File: src/rtl/mem_bus_arbiter_if.sv
// One valid/ready memory bus: request fields flow master->slave, completion flows back.
// master drives valid/addr/wdata/wstrb; slave returns ready/rdata.
interface mem_bus_arbiter_if;
    logic        valid;
    logic [31:0] addr;
    logic [31:0] wdata;
    logic [3:0]  wstrb;
    logic        ready;
    logic [31:0] rdata;

    modport master (output valid, addr, wdata, wstrb, input  ready, rdata);
    modport slave  (input  valid, addr, wdata, wstrb, output ready, rdata);
endinterface

File: src/rtl/mem_bus_arbiter.sv
// Two-master arbiter for the shared memory bus (round-robin or fixed priority); ARB_TIMEOUT_EN adds a forced-completion timeout.
// Latency: request at edge N -> mem_valid from N+1; mem_ready -> master ready in the same cycle; IDLE/BUSY/DONE = 3 cycles min.
// Backpressure: request held in mem_* registers until mem_ready (or timeout); losing master waits with valid held.
module mem_bus_arbiter #(
    parameter int FIXED_PRIO     = 0,
    parameter int TIMEOUT_CYCLES = 256
) (
    input  logic                  clk,
    input  logic                  reset,
    mem_bus_arbiter_if.slave      m0,
    mem_bus_arbiter_if.slave      m1,
    mem_bus_arbiter_if.master     mem,
    output logic                  grant,
    output logic                  timeout_err
);

    typedef enum logic [1:0] {
        IDLE = 2'd0,
        BUSY = 2'd1,
        DONE = 2'd2
    } state_t;

    state_t      state;
    logic        last_owner;
    logic        valid_q;
    logic [31:0] addr_q;
    logic [31:0] wdata_q;
    logic [3:0]  wstrb_q;

    logic        req_any;
    logic        winner;
    logic        gnt_valid;
    logic        busy;
    logic        timeout_hit;
    logic        complete;
    logic        abort;
    logic [31:0] rdata_sel;

    assign req_any   = m0.valid | m1.valid;
    assign busy      = (state == BUSY);
    assign gnt_valid = grant ? m1.valid : m0.valid;

    // On a tie, round-robin hands the bus to whoever did not own the last completed transfer.
    always_comb begin
        winner = 1'b0;
        if (m0.valid && m1.valid)
            winner = (FIXED_PRIO != 0) ? 1'b0 : ~last_owner;
        else if (m1.valid)
            winner = 1'b1;
    end

    assign complete  = busy && (mem.ready || timeout_hit);
    // A mem_ready in the same cycle as the valid drop still wins over the abort.
    assign abort     = busy && !complete && !gnt_valid;
    assign rdata_sel = timeout_hit ? 32'hDEAD_BEEF : mem.rdata;

    assign m0.ready  = complete && !grant;
    assign m1.ready  = complete &&  grant;
    assign m0.rdata  = (complete && !grant) ? rdata_sel : 32'h0;
    assign m1.rdata  = (complete &&  grant) ? rdata_sel : 32'h0;

    assign mem.valid = valid_q;
    assign mem.addr  = addr_q;
    assign mem.wdata = wdata_q;
    assign mem.wstrb = wstrb_q;

    always_ff @(posedge clk or posedge reset) begin
        if (reset) begin
            state      <= IDLE;
            valid_q    <= 1'b0;
            addr_q     <= 32'h0;
            wdata_q    <= 32'h0;
            wstrb_q    <= 4'h0;
            grant      <= 1'b0;
            last_owner <= 1'b1;
        end else begin
            case (state)
                IDLE: begin
                    if (req_any) begin
                        state   <= BUSY;
                        valid_q <= 1'b1;
                        grant   <= winner;
                        addr_q  <= winner ? m1.addr  : m0.addr;
                        wdata_q <= winner ? m1.wdata : m0.wdata;
                        wstrb_q <= winner ? m1.wstrb : m0.wstrb;
                    end
                end
                BUSY: begin
                    if (complete) begin
                        state      <= DONE;
                        valid_q    <= 1'b0;
                        last_owner <= grant;
                    end else if (abort) begin
                        state   <= IDLE;
                        valid_q <= 1'b0;
                    end
                end
                DONE: begin
                    state <= IDLE;
                end
                default: begin
                    state   <= IDLE;
                    valid_q <= 1'b0;
                end
            endcase
        end
    end

`ifdef ARB_TIMEOUT_EN
    logic [15:0] tmo_cnt;

    // Counter holds the number of BUSY cycles already spent, so the hit lands in BUSY cycle TIMEOUT_CYCLES.
    assign timeout_hit = busy && !mem.ready && (tmo_cnt == 16'(TIMEOUT_CYCLES - 1));

    always_ff @(posedge clk or posedge reset) begin
        if (reset) begin
            tmo_cnt     <= 16'h0;
            timeout_err <= 1'b0;
        end else begin
            if (state == IDLE)
                tmo_cnt <= 16'h0;
            else if (busy && !mem.ready)
                tmo_cnt <= tmo_cnt + 16'h1;
            if (timeout_hit)
                timeout_err <= 1'b1;
        end
    end
`else
    logic unused_tmo;
    assign unused_tmo  = ^16'(TIMEOUT_CYCLES);
    assign timeout_hit = 1'b0;
    assign timeout_err = 1'b0;
`endif

endmodule

File: src/flat_wrapper.sv
// flat-port wrapper written by rule: the top's interface ports become plain ports
module mem_bus_arbiter_flat 
#(
    parameter int FIXED_PRIO     = 0,
    parameter int TIMEOUT_CYCLES = 256
)
  (clk, reset, grant, timeout_err, m0_valid, m0_addr, m0_wdata, m0_wstrb, m0_ready, m0_rdata, m1_valid, m1_addr, m1_wdata, m1_wstrb, m1_ready, m1_rdata, mem_valid, mem_addr, mem_wdata, mem_wstrb, mem_ready, mem_rdata);
  mem_bus_arbiter_if m0_i ();
  mem_bus_arbiter_if m1_i ();
  mem_bus_arbiter_if mem_i ();
  input  logic clk;
  input  logic reset;
  output logic grant;
  output logic timeout_err;
  input wire logic [$bits(m0_i.valid)-1:0] m0_valid;
  input wire logic [$bits(m0_i.addr)-1:0] m0_addr;
  input wire logic [$bits(m0_i.wdata)-1:0] m0_wdata;
  input wire logic [$bits(m0_i.wstrb)-1:0] m0_wstrb;
  output wire logic [$bits(m0_i.ready)-1:0] m0_ready;
  output wire logic [$bits(m0_i.rdata)-1:0] m0_rdata;
  input wire logic [$bits(m1_i.valid)-1:0] m1_valid;
  input wire logic [$bits(m1_i.addr)-1:0] m1_addr;
  input wire logic [$bits(m1_i.wdata)-1:0] m1_wdata;
  input wire logic [$bits(m1_i.wstrb)-1:0] m1_wstrb;
  output wire logic [$bits(m1_i.ready)-1:0] m1_ready;
  output wire logic [$bits(m1_i.rdata)-1:0] m1_rdata;
  output wire logic [$bits(mem_i.valid)-1:0] mem_valid;
  output wire logic [$bits(mem_i.addr)-1:0] mem_addr;
  output wire logic [$bits(mem_i.wdata)-1:0] mem_wdata;
  output wire logic [$bits(mem_i.wstrb)-1:0] mem_wstrb;
  input wire logic [$bits(mem_i.ready)-1:0] mem_ready;
  input wire logic [$bits(mem_i.rdata)-1:0] mem_rdata;
  assign m0_i.valid = m0_valid;
  assign m0_i.addr = m0_addr;
  assign m0_i.wdata = m0_wdata;
  assign m0_i.wstrb = m0_wstrb;
  assign m0_ready = m0_i.ready;
  assign m0_rdata = m0_i.rdata;
  assign m1_i.valid = m1_valid;
  assign m1_i.addr = m1_addr;
  assign m1_i.wdata = m1_wdata;
  assign m1_i.wstrb = m1_wstrb;
  assign m1_ready = m1_i.ready;
  assign m1_rdata = m1_i.rdata;
  assign mem_valid = mem_i.valid;
  assign mem_addr = mem_i.addr;
  assign mem_wdata = mem_i.wdata;
  assign mem_wstrb = mem_i.wstrb;
  assign mem_i.ready = mem_ready;
  assign mem_i.rdata = mem_rdata;
  mem_bus_arbiter #(.FIXED_PRIO(FIXED_PRIO), .TIMEOUT_CYCLES(TIMEOUT_CYCLES)) u_core (.clk(clk), .reset(reset), .m0(m0_i), .m1(m1_i), .mem(mem_i), .grant(grant), .timeout_err(timeout_err));
endmodule
File: config.mk
export PLATFORM = sky130hd
export DESIGN_NAME = mem_bus_arbiter_flat
export DESIGN_NICKNAME = d
export VERILOG_FILES = /design/src/rtl/mem_bus_arbiter_if.sv /design/src/rtl/mem_bus_arbiter.sv /design/src/flat_wrapper.sv
export SDC_FILE = /design/constraint.sdc
export NUM_CORES = 1
export LEC_CHECK = 0
export BUFFER_PORTS_ARGS = -buffer_cell sky130_fd_sc_hd__buf_2
export CAP_MARGIN = 10
export CORE_AREA = 2 2 119 121
export DETAILED_ROUTE_END_ITERATION = 7
export DIE_AREA = 0 0 121 123
export HOLD_SLACK_MARGIN = 0.05
export SYNTH_ARGS = -nofsm -noshare
export SYNTH_HDL_FRONTEND = slang
export SYNTH_SLANG_ARGS = --single-unit
export TNS_END_PERCENT = 5
File: constraint.sdc
create_clock -name clk -period 2.77 [get_ports clk]
set_input_delay 0.6925 -clock clk [delete_from_list [all_inputs] [get_ports clk]]
set_output_delay 0.6925 -clock clk [all_outputs]
set_load 0.05 [all_outputs]
==> flow_summary.json <==
{
  "status": "complete, no violations",
  "dieHeight_um": 123,
  "synth_top_area_cell": "dfrtp_1",
  "max_stage_delay_ns": 0.59,
  "post_cts.repair.setup_buffers": 0,
  "cts_made_buffers": 9,
  "fill_cells": 1286,
  "clk_path_buf_depth": 2,
  "synth.cell_area_sq_mm": 0.00409,
  "path_cells": "inv_1 > and3_1 > buf_2",
  "grt_pass1_vias": 3703,
  "synth_top_area_share_pct": 44.0,
  "track_usage_pct": 16.4,
  "synth_cells": 321,
  "clockRootBuffer": "clkbuf_16",
  "startpoint_type": "flip-flop",
  "tightest_slew_ns": 0.803,
  "grt_overflow": 0,
  "areaGrowthSynthToFinish_pct": 49.7,
  "worstSetupPathType": "flip-flop to output port",
  "period_share_pct": 91.2,
  "syn-num-nets": 494,
  "wirelength_mm": 13.0,
  "drv_slew": 0,
  "mostFrequentLayoutCell": "buf_2",
  "cts_tree": "built",
  "swShare_pct": 51.4,
  "vias_per_cell": 4.57,
  "setup-violations-final": 0,
  "p_total_uw": 7800,
  "p_seq_share_pct": 24.3,
  "fin_skew_ns": 0.00571,
  "synth.avg_cell_area_sq_um": 12.7,
  "relSlewSlack_pct": 46.4,
  "final_nets": 791,
  "avgRoutedWirePerCell_um": 16.2,
  "layout_common_cells": "buf_2 (307), mux2_2 (118), dfrtp_1 (72)",
  "die_area_sq_mm": 0.0149,
  "p_sw_uw": 4010,
  "fp.dieW_um": 121,
  "fin_crit_ns": 2.53,
  "ys_ff_latch": 73,
  "detail-route-antenna-nets": 0,
  "synthTopCellsByArea": "dfrtp_1 (44%), mux2_2 (32%), and3_1 (9.8%), mux2_4 (6.6%), buf_2 (1.5%)",
  "grt_pass1_wl_mm": 18.6,
  "multi_input_area_sq_mm": 0.00212,
  "combPwrFrac_pct": 61.2,
  "gp_congestion": 0.867,
  "dr.pass1.iters": 4,
  "max-cap-violations": 0,
  "yosysSeqAreaShare_pct": 44.7,
  "stdcell_count": 805,
  "clock-sinks": 73,
  "grt_max_degree": 67,
  "cp_slowest_cell": "inv_1",
  "ys.warnings.count": 0,
  "finish.utilization_pct": 45.0,
  "cts_max_level": 3,
  "hp-class": "input port to async pin",
  "placed_cells": 787,
  "regArea_sq_mm": 0.00183,
  "port-buffer-count": 308,
  "synth.distinct_cells": 20,
  "core-area_sq_mm": 0.0136,
  "required_ns": 2.08,
  "hold_violations": 0,
  "initialDrtViolationCount": 110,
  "initial_core_util_pct": 30.1,
  "std_cell_rows": 43,
  "cts.repair.resized": 0,
  "p_leak_uw": 0.00342,
  "fmax_mhz": 396,
  "drive_above_1_share_pct": 75.9,
  "clockPowerShare_pct": 14.5,
  "crit_fanout": 34,
  "via_count": 3678,
  "drcViolationCount": 0,
  "peakVddDrop_mv": 0.387,
  "worstPathArrival_ns": 1.83,
  "antenna_found_initial": 6,
  "intPower_uw": 3790,
  "holdWs_ns": 0.363,
  "hold_buffers": 0,
  "clk_latency_ns": 0.32,
  "dp_hpwl_mm": 10.5,
  "tns_ns": 0,
  "rsz0062_at_grt": "false",
  "power_density_mw_per_mm2": 1270,
  "top_level_ports": 310,
  "worstSetupEndpointType": "output port",
  "clk_pin_slew_worst_paths_ns": 0.06
}
-- worst max-delay path, delay by kind of cell (launching register included) --
family	cells	cell delay (ns)
AND/OR/NAND/NOR	1	0.28
flip-flops	1	0.37
buffers and inverters	2	0.86
-- synth_stat cells (all sizes together) --
cell,count
mux2,136
dfstp,1
dfrtp,72
o22a,1
and3b,1
nand2,1
inv,3
conb,1
clkbuf,14
buf,16
and3,64
nor2,3
mux2i,2
a21o,1
a21bo,1
nor3,4
-- layout make-up --
class                   instances  share of cell area, %
repair buffers                316                   26.8
diodes                          3                  0.123
well taps                     180                   3.68
multi-input cells             215                   34.5
clock inverters                 5                  0.919
inverters                       3                  0.184
clock buffers                  10                   3.90
flip-flops and latches         73                   29.8
-- per-stage QoR --
step                      setup slack, ns  area, sq um
final                               0.243         6120
after global routing                0.117         6120
after CTS                           0.255         6120
after detailed placement            0.402         5820
after global placement              0.419         5820
after floorplan                     0.134         4100
-- path summary, 6_finish.rpt --
check / cells past startpoint / endpoint / slack (ns) / startpoint
max reg2reg: 4 / u_core.mem.addr[29] / 0.95 / u_core.last_owner
min in group clk: 1 / u_core.mem.wdata[3] / 0.50 / u_core.mem.wdata[3]
max in group asynchronous: 3 / u_core.mem.addr[29] / 1.61 / reset
min: 2 / u_core.mem.wdata[23] / 0.36 / reset
min reg2reg: 1 / u_core.mem.wdata[3] / 0.50 / u_core.mem.wdata[3]
max: 3 / m0_rdata[24] / 0.24 / u_core.grant
-- kinds of logic after synthesis --
kind of cell    after synthesis  synth area share [%]
other cells                   1                0.0917
mux                         138                  39.6
simple gates                 73                  11.0
buf+inv                      33                  4.04
compound gates                3                 0.642
flops                        73                  44.7
-- state kept, by name (all words and copies together) (netlist names) --
name               cells
u_core.mem.addr       32
u_core.mem.wdata      32
u_core.mem.wstrb       4
u_core.state           2
u_core.grant           1
u_core.last_owner      1
u_core.mem.valid       1
-- power by group through the flow --
stage	Clock [uW]	Sequential, uW	Combinational [uW]
after floorplan	0	3760	1850
after global placement	0	1900	4760
after detailed placement	0	1920	4810
after CTS	1180	1900	4810
after global routing	1210	1970	5010
final	1130	1900	4770
-- per-layer routing --
metal	vias to the layer above	track usage [%]	wire [um]
met3	15	5.54	1430
met1	1698	17.3	4700
li1	1761	-	-
met5	-	0	13
met4	2	6.32	180
met2	202	30.2	6700
(Power assumes the default switching activity.)
